===== src/rtl/seg7_msg_writer.sv =====
// seg7_msg_writer
// Feeds a host-written ASCII message to the 7-segment display controller.
// Each frame is one clear strobe followed by eight char_valid characters.
// Static mode sends one frame. Scroll mode keeps re-sending an 8-character
// window that moves by one position after every SCROLL_DIV hold cycles.
//
// Ports:
//   clk_500hz  display scan clock (only clock)
//   rst        synchronous reset, active low
//   wr_en      message buffer write strobe (accepted in any state)
//   wr_addr    buffer byte address
//   wr_data    ASCII byte to write
//   msg_len    message length, sampled on an accepted start
//   scroll_en  scroll mode select, sampled on an accepted start
//   start      begin output (ignored while busy)
//   stop       abort to IDLE (wins over start)
//   busy       high in CLEAR, SEND and HOLD
//   clear      display clear strobe, one cycle per frame
//   char_out   ASCII character
//   char_valid qualifies char_out
//
// state | meaning
// ------+---------------------------------------------------------
// IDLE  | waiting for start
// CLEAR | clear strobe on the outputs
// SEND  | one character per cycle on the outputs, digit cnt
// HOLD  | scroll mode only: SCROLL_DIV cycles between frames
module seg7_msg_writer #(
  parameter int MSG_DEPTH  = 16,
  parameter int SCROLL_DIV = 250
) (
  input  logic                         clk_500hz,
  input  logic                         rst,
  input  logic                         wr_en,
  input  logic [$clog2(MSG_DEPTH)-1:0] wr_addr,
  input  logic [7:0]                   wr_data,
  input  logic [$clog2(MSG_DEPTH):0]   msg_len,
  input  logic                         scroll_en,
  input  logic                         start,
  input  logic                         stop,
  output logic                         busy,
  output logic                         clear,
  output logic [7:0]                   char_out,
  output logic                         char_valid
);

  localparam int AW = $clog2(MSG_DEPTH);
  localparam int HW = $clog2(SCROLL_DIV + 1);

  localparam logic [1:0] IDLE  = 2'd0;
  localparam logic [1:0] CLEAR = 2'd1;
  localparam logic [1:0] SEND  = 2'd2;
  localparam logic [1:0] HOLD  = 2'd3;

  localparam logic [AW:0] DEPTH_L = MSG_DEPTH[AW:0];

  logic [1:0]    state;
  logic [7:0]    msg_buf [MSG_DEPTH];
  logic [AW:0]   len;
  logic          mode;
  logic [AW:0]   offset;
  logic [AW:0]   idx;
  logic [2:0]    cnt;
  logic [HW-1:0] hold_cnt;

  logic [AW:0]   len_clamp;
  logic [AW:0]   rd_idx;
  logic [AW:0]   nxt_idx;
  logic [7:0]    rd_char;

  // Outputs are registered, so the character for the next cycle is fetched
  // on the edge before it appears. In CLEAR that is digit 0 (at offset);
  // in SEND it is the running index. A write landing on the same edge is
  // forwarded so it still counts as "not yet sent".
  always_comb begin
    len_clamp = (msg_len > DEPTH_L) ? DEPTH_L : msg_len;
    rd_idx    = (state == CLEAR) ? offset : idx;
    if (rd_idx >= len)
      rd_char = 8'h20;
    else if (wr_en && (wr_addr == rd_idx[AW-1:0]))
      rd_char = wr_data;
    else
      rd_char = msg_buf[rd_idx[AW-1:0]];
    // Scroll walks an (L+1)-entry ring; static just counts up and reads
    // spaces past the end.
    nxt_idx = (mode && (rd_idx == len)) ? '0 : rd_idx + 1'b1;
  end

  always_ff @(posedge clk_500hz) begin
    if (!rst) begin
      state      <= IDLE;
      busy       <= 1'b0;
      clear      <= 1'b0;
      char_valid <= 1'b0;
      char_out   <= 8'h00;
      offset     <= '0;
      idx        <= '0;
      len        <= '0;
      mode       <= 1'b0;
      cnt        <= 3'd0;
      hold_cnt   <= '0;
      for (int i = 0; i < MSG_DEPTH; i++) msg_buf[i] <= 8'h20;
    end else begin
      if (wr_en) msg_buf[wr_addr] <= wr_data;
      clear      <= 1'b0;
      char_valid <= 1'b0;
      if (stop) begin
        state <= IDLE;
        busy  <= 1'b0;
      end else begin
        case (state)
          IDLE: begin
            if (start) begin
              len    <= len_clamp;
              mode   <= scroll_en;
              offset <= '0;
              clear  <= 1'b1;
              busy   <= 1'b1;
              state  <= CLEAR;
            end
          end
          CLEAR: begin
            char_out   <= rd_char;
            char_valid <= 1'b1;
            idx        <= nxt_idx;
            cnt        <= 3'd0;
            state      <= SEND;
          end
          SEND: begin
            if (cnt == 3'd7) begin
              if (mode) begin
                hold_cnt <= HW'(SCROLL_DIV - 1);
                state    <= HOLD;
              end else begin
                busy  <= 1'b0;
                state <= IDLE;
              end
            end else begin
              char_out   <= rd_char;
              char_valid <= 1'b1;
              idx        <= nxt_idx;
              cnt        <= cnt + 3'd1;
            end
          end
          HOLD: begin
            if (hold_cnt == '0) begin
              offset <= (offset == len) ? '0 : offset + 1'b1;
              clear  <= 1'b1;
              state  <= CLEAR;
            end else begin
              hold_cnt <= hold_cnt - 1'b1;
            end
          end
          default: state <= IDLE;
        endcase
      end
    end
  end

endmodule

===== config.mk =====
export PLATFORM = sky130hd
export DESIGN_NAME = seg7_msg_writer
export DESIGN_NICKNAME = d
export VERILOG_FILES = /design/src/rtl/seg7_msg_writer.sv
export SDC_FILE = /design/constraint.sdc
export NUM_CORES = 1
export LEC_CHECK = 0
export CAP_MARGIN = 40
export CORE_MARGIN = 5
export CORE_UTILIZATION = 30
export DETAILED_ROUTE_END_ITERATION = 10
export GPL_TIMING_DRIVEN = 0
export HOLD_SLACK_MARGIN = 0.08
export MAX_ROUTING_LAYER = met4
export PLACE_DENSITY_LB_ADDON = 0.25
export SLEW_MARGIN = 20
export SYNTH_ARGS = -nofsm -noshare
export SYNTH_HDL_FRONTEND = slang
export SYNTH_SLANG_ARGS = --single-unit

===== constraint.sdc =====
create_clock -name clk_500hz -period 2.8 [get_ports clk_500hz]
set_input_delay 0.84 -clock clk_500hz [delete_from_list [all_inputs] [get_ports clk_500hz]]
set_output_delay 0.84 -clock clk_500hz [all_outputs]
set_load 0.05 [all_outputs]

Word-level counts from Yosys, hierarchy flattened --
Memories as Yosys holds them, arrays and structs flattened. Cells that the tools add are included.
Storage, ports and cells: register bits after elaboration 40, latch bits 0, memory bits (writable) 128, bits in read-only memories 0, output and inout bits 11, memories 1
Memory list:
- msg_buf | depth 16, bits a word 8, read ports 1, clocked after Yosys merged registers in 0, wr ports 16, line 58 | logic [7:0] msg_buf [MSG_DEPTH];
Operators by class: add/sub/neg operators 4, multiply operators 0, div/mod/pow operators 0, magnitude comparators 2, equality and inequality tests 14, shift-type cells 0, multiplexer cells 40, bitwise operators 2, reduce and logical (&&, ||, !) cells 16
Operator list (count):
- $mux 8 | 7
- $mux 5 | 7
- $pmux 8 s2 | 2
- $pmux 5 s2 | 2
- $ne 2x2->1 const B | 7
- $mux 1 | 11
- $add 5x1->5 const B | 2
- $eq 5x5->1 | 2
- $reduce_and 3->1 | 3
- $logic_not 8->1 | 1
- $mux 2 | 4
- $pmux 2 s4 | 1
- $reduce_and 4->1 | 2
- $reduce_bool 2->1 | 4
- $reduce_or 8->1 | 1
- $sub 8x1->8 const B | 1
- $pmux 1 s2 | 3
- $pmux 3 s2 | 1
- $ge 5x5->1 | 1
- $gt 5x5->1 const B | 1
- $reduce_and 5->1 | 1
- $eq 2x2->1 const B | 2
- $eq 4x4->1 | 1
- $mux 4 | 1
- other kinds (8) | 10

Logic depth before layout (Yosys ltp) --
Gate-level depths: netlist of run 1.
depth in word-level cells 8, mapped depth 12

Worst setup path before layout of run 1 --
Ideal clock, no wire load.
path kind reg2reg, start register state[1], end register char_out[1], arrival 2.754 ns, setup slack -0.028 ns, stages on the path, launching flop included 13, buffers on the path 2, cell sequence dfxtp_1 -> inv_1 -> ha_1 -> buf_6 -> mux2i_4 -> clkbuf_1 -> ha_1 -> nand2b_1 -> a21o_1 -> a2111o_1 -> nor2_1 -> o221ai_1 -> o21ai_0
Between the ends: longest elaborated chain between the ends 8
Ends and longest elaborated chain:
- from (decl) | line 57 | logic [1:0] state;
- from (signal assigned) | line 91 | state <= IDLE;
- from (signal assigned) | line 108 | state <= IDLE;
- from (signal assigned) | line 119 | state <= CLEAR;
- parallel branches: the longest is 8 deep, another holds $mem_v2 16x8
- to (signal assigned) | line 123 | char_out <= rd_char;
- to (signal assigned) | line 139 | char_out <= rd_char;
- to (decl) | line 43 | output logic [7:0] char_out,
Parallel ways; which one is timed is not known. The select of a mux whose other input is x is not followed. A chain may end at the register's enable or synchronous reset.

Worst setup path in the final report of run 1 --
start register state[1], end register char_out[0]
Same word-level chain as after synthesis.

==> results of run 1 <==
==> through the flow <==
step,power [W],hold WS [ns],util (%),instance area [um^2]
after detailed placement,0.00348,0.457,33.4,9640
after global placement,0.00347,0.466,33.3,9600
final,0.00587,0.462,36.8,10600
after global routing,0.00608,0.492,36.8,10600
after floorplan,0.00322,0.456,-,8810
after CTS,0.00589,0.466,36.2,10500
==> area by class of cell <==
type	count	area [um^2]
Buffer	59	305
Clock buffer	17	425
Clock inverter	15	166
Fill cell	2900	18200
Inverter	36	138
Multi-Input combinational cell	584	3950
Sequential cell	168	4650
Tap cell	384	480
Timing Repair Buffer	58	518
==> where the power goes <==
part           leakage [nW]  internal (W)  switching (W)
clock network         0.289       0.00134        0.00106
registers              1.55       0.00279      0.0000539
logic                  1.79      0.000211       0.000410
==> sequential cells by signal, indices dropped and copies added, names as in the netlist, 2 cells and up <==
name      flops
idx           5
offset        5
state         2
len           5
char_out      8
msg_buf     128
hold_cnt      8
cnt           3
==> layout by cell type (no fill, tap or decap), drive strengths merged, types with 3 or more instances in the layout <==
cell	n
edfxtp	128
a22oi	15
o21ai	39
nor4	3
inv	42
clkdlybuf4s50	31
dfxtp	40
clkbuf	53
or3b	3
a32oi	6
and2	113
o221ai	8
clkinv	6
a211oi	29
nand3b	6
a21oi	55
nor2	55
nand2b	18
xnor2	12
nand3	16
nor3	9
a221oi	18
nor2b	14
or3	15
nand2	35
mux2i	7
nand4b	3
xor2	9
o211ai	14
a21boi	7
ha	15
buf	50
a21o	4
nand4	5
o22ai	26
==> synth_stat cells (6+ instances only) <==
cell / instances
nand2_1: 34
a21boi_0: 6
o21ai_1: 6
nand3_1: 16
o21ai_0: 33
a32oi_1: 6
edfxtp_1: 128
or3_1: 15
nor3_1: 9
o221ai_1: 8
nor2_1: 54
o211ai_1: 14
a22oi_1: 15
ha_1: 15
clkbuf_1: 37
inv_1: 34
o22ai_1: 26
a21oi_1: 55
xnor2_1: 12
a211oi_1: 29
buf_2: 16
a221oi_1: 18
nor2b_1: 14
and2_1: 113
mux2i_1: 6
dfxtp_1: 40
nand2b_1: 18
xor2_1: 9
==> logic make-up (layout without fill, tap and decap cells) <==
| logic type | Yosys count | count (layout) | share of synthesized area [%] |
|---|---|---|---|
| muxes | 9 | 9 | 1.19 |
| xor gates and xnor gates | 21 | 21 | 2.09 |
| adders and majority gates | 15 | 15 | 2.13 |
| and+or+nand+nor | 302 | 302 | 19.1 |
| AOI/OAI and AO/OA | 237 | 237 | 18.1 |
| buffers and inverters | 96 | 185 | 4.62 |
| DFF | 168 | 168 | 52.7 |
==> repair_timing <==
| action | 4_1_cts | 5_1_grt |
|---|---|---|
| cloned | 0 | 0 |
| pin swaps | 3 | 7 |
| endpoints found under the setup margin | 133 | 99 |
| hold buffers | 0 | 0 |
| setup buffers | 11 | 8 |
| gates resized for setup | 38 | 22 |
==> metal layers <==
metal	global-route usage [%]	up-vias
li1	-	3283
met3	3.46	45
met4	6.99	0
met2	26.1	247
met5	-	-
met1	21.9	3337
==> tightest hold or removal path, stage by stage (launching register included) <==
cell	delay, ns
dfxtp_1	0.31
nand3_1	0.06
o21ai_1	0.05
==> path summary, 6_finish.rpt <==
kind | start | endpoint | slack, ns | cells past startpoint
setup / recovery | state[1]$_SDFFE_PP0P_ | char_out[0]$_SDFFE_PN0P_ | 0.02 | 12
hold reg to reg | char_out[3]$_SDFFE_PN0P_ | char_out[3]$_SDFFE_PN0P_ | 0.46 | 2
setup reg to reg | state[1]$_SDFFE_PP0P_ | char_out[0]$_SDFFE_PN0P_ | 0.02 | 12
hold / removal | char_out[3]$_SDFFE_PN0P_ | char_out[3]$_SDFFE_PN0P_ | 0.46 | 2
==> impl_metrics.json, run 1 <==
{
  "outcome": "completed",
  "path_clk_slew_ns": 0.07,
  "gp_congestion": 0.953,
  "syn_area_per_cell_um2": 10.4,
  "dpl.hpwl_mm": 20.1,
  "required_ns": 3.12,
  "yosys-top-cells-area": "edfxtp_1 44%, dfxtp_1 9.1%, and2_1 8.0%",
  "ys_seq_elements": 168,
  "die_h_um": 181,
  "timing.final.ws_setup_ns": 0.0179,
  "tns_ns": 0,
  "slew_headroom_pct": 45.4,
  "finalCriticalPeriod_ns": 2.78,
  "worstSetupPathType": "flip-flop to flip-flop",
  "yosys_warnings": 0,
  "synth_nets": 886,
  "cts.path.max_buffers": 2,
  "dp_worst_setup_slack_ns": -0.896,
  "drt_iter0_drc": 623,
  "synthCells": 848,
  "instances_no_fill": 1321,
  "first_global_vias": 6768,
  "root_buffer": "clkbuf_16",
  "cts_sinks": 168,
  "synth-async-reset-ratio_pct": 0,
  "vias": 6912,
  "critical_path.max_stage_delay_ns": 0.63,
  "diodes": 0,
  "powerDensity_nw_per_um2": 552,
  "final_layout_size_suffix_gt1_share_pct": 13.2,
  "ant_nets": 0,
  "dr_wl_met2_mm": 12.7,
  "grt_max_degree": 17,
  "numCtsBuffers": 17,
  "wl_per_cell_um": 20.8,
  "rows": 62,
  "grt_pass1_wl_mm": 41.1,
  "drc": 0,
  "end_kind": "flip-flop",
  "top_layer": "met4",
  "area_growth_pct": 20.7,
  "insertion_delay_ns": 0.43,
  "synth_top_flop_cell": "edfxtp_1",
  "synth-edff-count": 128,
  "fp.dieW_um": 181,
  "vdd_drop_max_mv": 0.427,
  "yosysTopAreaCell": "edfxtp_1",
  "arrival_ns": 3.10,
  "cp_top_family": "buffers and inverters",
  "path_max_fanout": 10,
  "maxCapViolCount": 0,
  "path_cells": "inv_2 > ha_4 > buf_8 > buf_8 > buf_4 > inv_2 > buf_1 > a211oi_1 > o22ai_1 > a32oi_1 > o221ai_2 > o21ai_1",
  "coreArea_um2": 28900,
  "finalSetupViolCount": 0,
  "final_nets": 962,
  "yosysSeqAreaShare_pct": 52.7,
  "htree_levels": 4,
  "initial_core_util_pct": 30.5,
  "gr-total-overflow": 0,
  "port_buffers": 31,
  "ioPinCount": 34,
  "cp-start-kind": "flip-flop",
  "cts_tree": "yes",
  "fmax_mhz": 359,
  "finalCritPeriodShare_pct": 99.4,
  "hold_viol": 0,
  "cpMaxStageDelayCell": "buf_1",
  "hold_class": "flip-flop to flip-flop",
  "synth_cell_type_count": 64,
  "dieArea_um2": 32900,
  "synth_top_area_share_pct": 43.6,
  "p_leak_nw": 3.63,
  "wl_met1_mm": 11.9,
  "tightest_slew_ns": 0.814,
  "placed_cells": 1270,
  "vias_per_cell": 5.23,
  "finalClockSkew_ns": 0.00977,
  "grt_antenna_before_repair": 0,
  "drt_pass1_iterations": 5,
  "grt_use_total_pct": 17.0,
  "cp_num_buf_inv": 6,
  "routed_wl_mm": 27.5,
  "rsz0062_at_grt": "true",
  "synth_area_um2": 8810,
  "dr_wl_met3_mm": 1.86,
  "finalMaxSlewViolations": 0
}
No activity file was read; power rests on OpenSTA's default activity.
==> run 2, diff against run 1 <==
--- a/config.mk
+++ b/config.mk
@@ -6,6 +6,7 @@
 export NUM_CORES = 1
 export LEC_CHECK = 0
 export CAP_MARGIN = 40
+export CORE_ASPECT_RATIO = 0.75
 export CORE_MARGIN = 5
 export CORE_UTILIZATION = 30
 export DETAILED_ROUTE_END_ITERATION = 10
==> run 2 against run 1 <==
Effect of this change:
- hold slack better by 0.0022 ns
- combinational power rose by 3%
- register-to-register slack gained 0.04 ns
- flip-flop and latch count stayed put
- sequential share of layout area shrank 0.49 points
- via count rose by 3.9%
- sequential power hardly changed
- critical endpoint is now msg_buf[3][0]$_SDFFCE_PN0P_
- largest cell class unchanged
- largest power group unchanged
==> impl_metrics.json, run 2 (synthesis gave the netlist of run 1 again) <==
{
  "largest_reg_flops": 128,
  "cp-start-kind": "input port",
  "insertion_delay_ns": 0.44,
  "holdBufCountCts": 0,
  "p_int_w": 0.00463,
  "layout_common_cells": "128 x edfxtp_1, 113 x and2_1, 55 x a21oi_1",
  "finalCritPeriodShare_pct": 99.7,
  "critical_path.max_stage_delay_ns": 0.69,
  "max_flop_register": "msg_buf",
  "htree_levels": 4,
  "fp.dieW_um": 208,
  "ioPinCount": 34,
  "final_nets": 965,
  "rsz0062_at_grt": "true",
  "cts_sinks": 168,
  "rows": 54,
  "slew_headroom_pct": 39.3,
  "first_global_vias": 6554,
  "hold_class": "flip-flop to flip-flop",
  "finalMaxSlewViolations": 0,
  "num-fill-cells": 2877,
  "p_comb_share_pct": 10.3,
  "drc": 0,
  "place_area_um2": 9650,
  "grt_use_total_pct": 18.0,
  "wl_per_cell_um": 21.8,
  "ant_nets": 0,
  "multi_input_area_um2": 3970,
  "required_ns": 2.88,
  "final_area_um2": 10700,
  "area_growth_pct": 22.1,
  "routed_wl_mm": 29.1,
  "maxCapViolCount": 0,
  "powerDensity_nw_per_um2": 574,
  "vias": 7182,
  "root_buffer": "clkbuf_16",
  "dpl.hpwl_mm": 21.1,
  "switching_share_pct": 24.9,
  "grt_antenna_before_repair": 2,
  "dieArea_um2": 32900,
  "arrival_ns": 2.87,
  "layout_commonest_cell": "edfxtp_1",
  "die_h_um": 158,
  "placed_cells": 1279,
  "finalSetupViolCount": 0,
  "numCtsBuffers": 17,
  "vdd_drop_max_mv": 0.390,
  "drt_pass1_iterations": 7,
  "port_buffers": 31,
  "switchingPower_w": 0.00154,
  "seq_power_share_pct": 46.3,
  "final_layout_size_suffix_gt1_share_pct": 13.2,
  "seqCellArea_um2": 4650,
  "power_w": 0.00617,
  "cts.path.max_buffers": 2,
  "fmax_mhz": 358,
  "hold_viol": 0,
  "largest_registers": "msg_buf (128), char_out (8), hold_cnt (8)",
  "cpMaxStageDelayCell": "o21ai_1",
  "instances_no_fill": 1333,
  "tightest_slew_ns": 0.911,
  "gr-total-overflow": 0,
  "p_leak_nw": 3.68,
  "outcome": "completed",
  "cp_num_buf_inv": 2,
  "coreArea_um2": 29000,
  "pwr-share-clk_pct": 43.3,
  "initial_core_util_pct": 30.4,
  "finalClockSkew_ns": 0.00884,
  "path_max_fanout": 10,
  "grt_pass1_wl_mm": 42.6,
  "path_clk_slew_ns": 0.07,
  "end_kind": "flip-flop",
  "cp_top_family": "buffers and inverters",
  "gp_congestion": 0.973,
  "cts_tree": "yes",
  "path_cells": "clkdlybuf4s50_1 > nand2_1 > or3_1 > clkbuf_1 > o21ai_1",
  "vias_per_cell": 5.39,
  "drt_iter0_drc": 864,
  "worstSetupPathType": "input port to flip-flop",
  "finalCriticalPeriod_ns": 2.79,
  "grt_max_degree": 17
}
run 2: what timing repair did:
action / 4_1_cts / 5_1_grt
buffers inserted: 13 / 7
pin swaps: 5 / 9
resized for setup: 46 / 15
endpoints found under the setup margin: 121 / 76
gates cloned: 0 / 0
run 2: metrics by stage:
stage	utilization (%)	hold WS [ns]	worst slack, ns	setup TNS [ns]
after global routing	37.1	0.501	-0.0264	-0.335
after CTS	36.7	0.472	-0.00884	-0.0183
after detailed placement	33.3	0.463	-0.811	-83.38
final	37.1	0.464	0.00964	0
after floorplan	-	0.456	0.0326	0
after global placement	33.1	0.455	-0.933	-104.73
run 2: worst paths after layout:
kind | from | to | slack (ns) | cells after the start
setup / recovery | wr_en | msg_buf[3][0]$_SDFFCE_PN0P_ | 0.01 | 5
setup reg to reg | state[1]$_SDFFE_PP0P_ | char_out[2]$_SDFFE_PN0P_ | 0.06 | 13
hold reg to reg | char_out[1]$_SDFFE_PN0P_ | char_out[1]$_SDFFE_PN0P_ | 0.46 | 2
hold / removal | char_out[1]$_SDFFE_PN0P_ | char_out[1]$_SDFFE_PN0P_ | 0.46 | 2
run 2: per-layer routing:
layer | GRT usage [%] | part of all wire (%)
met2 | 24.2 | 40
met3 | 4.71 | 11
met5 | - | 0
met1 | 26.5 | 47
met4 | 4.88 | 2.1
run 2: layout make-up:
cell class                 count  area share (%)
multi-input combinational    584            36.9
antenna                        1          0.0233
buffer                        59            2.85
sequential                   168            43.2
tap                          392            4.56
clock buffer                  19            4.12
timing repair buffer          61            4.97
inverter                      36            1.26
clock inverter                13            2.03
run 2: power by group through the flow:
| stage | clock (W) | sequential [W] | combinational (W) |
|---|---|---|---|
| floorplan | 0 | 0.00289 | 0.000327 |
| global placement | 0 | 0.00291 | 0.000570 |
| detailed placement | 0 | 0.00291 | 0.000578 |
| CTS | 0.00271 | 0.00286 | 0.000614 |
| global route | 0.00281 | 0.00287 | 0.000677 |
| finish | 0.00267 | 0.00286 | 0.000638 |
run 2: tightest hold or removal path, delay by kind of cell (launching register included):
family / cells / cell delay [ns]
AO/OA/AOI/OAI: 1 / 0.05
flip-flops: 1 / 0.31
AND/OR/NAND/NOR: 1 / 0.06
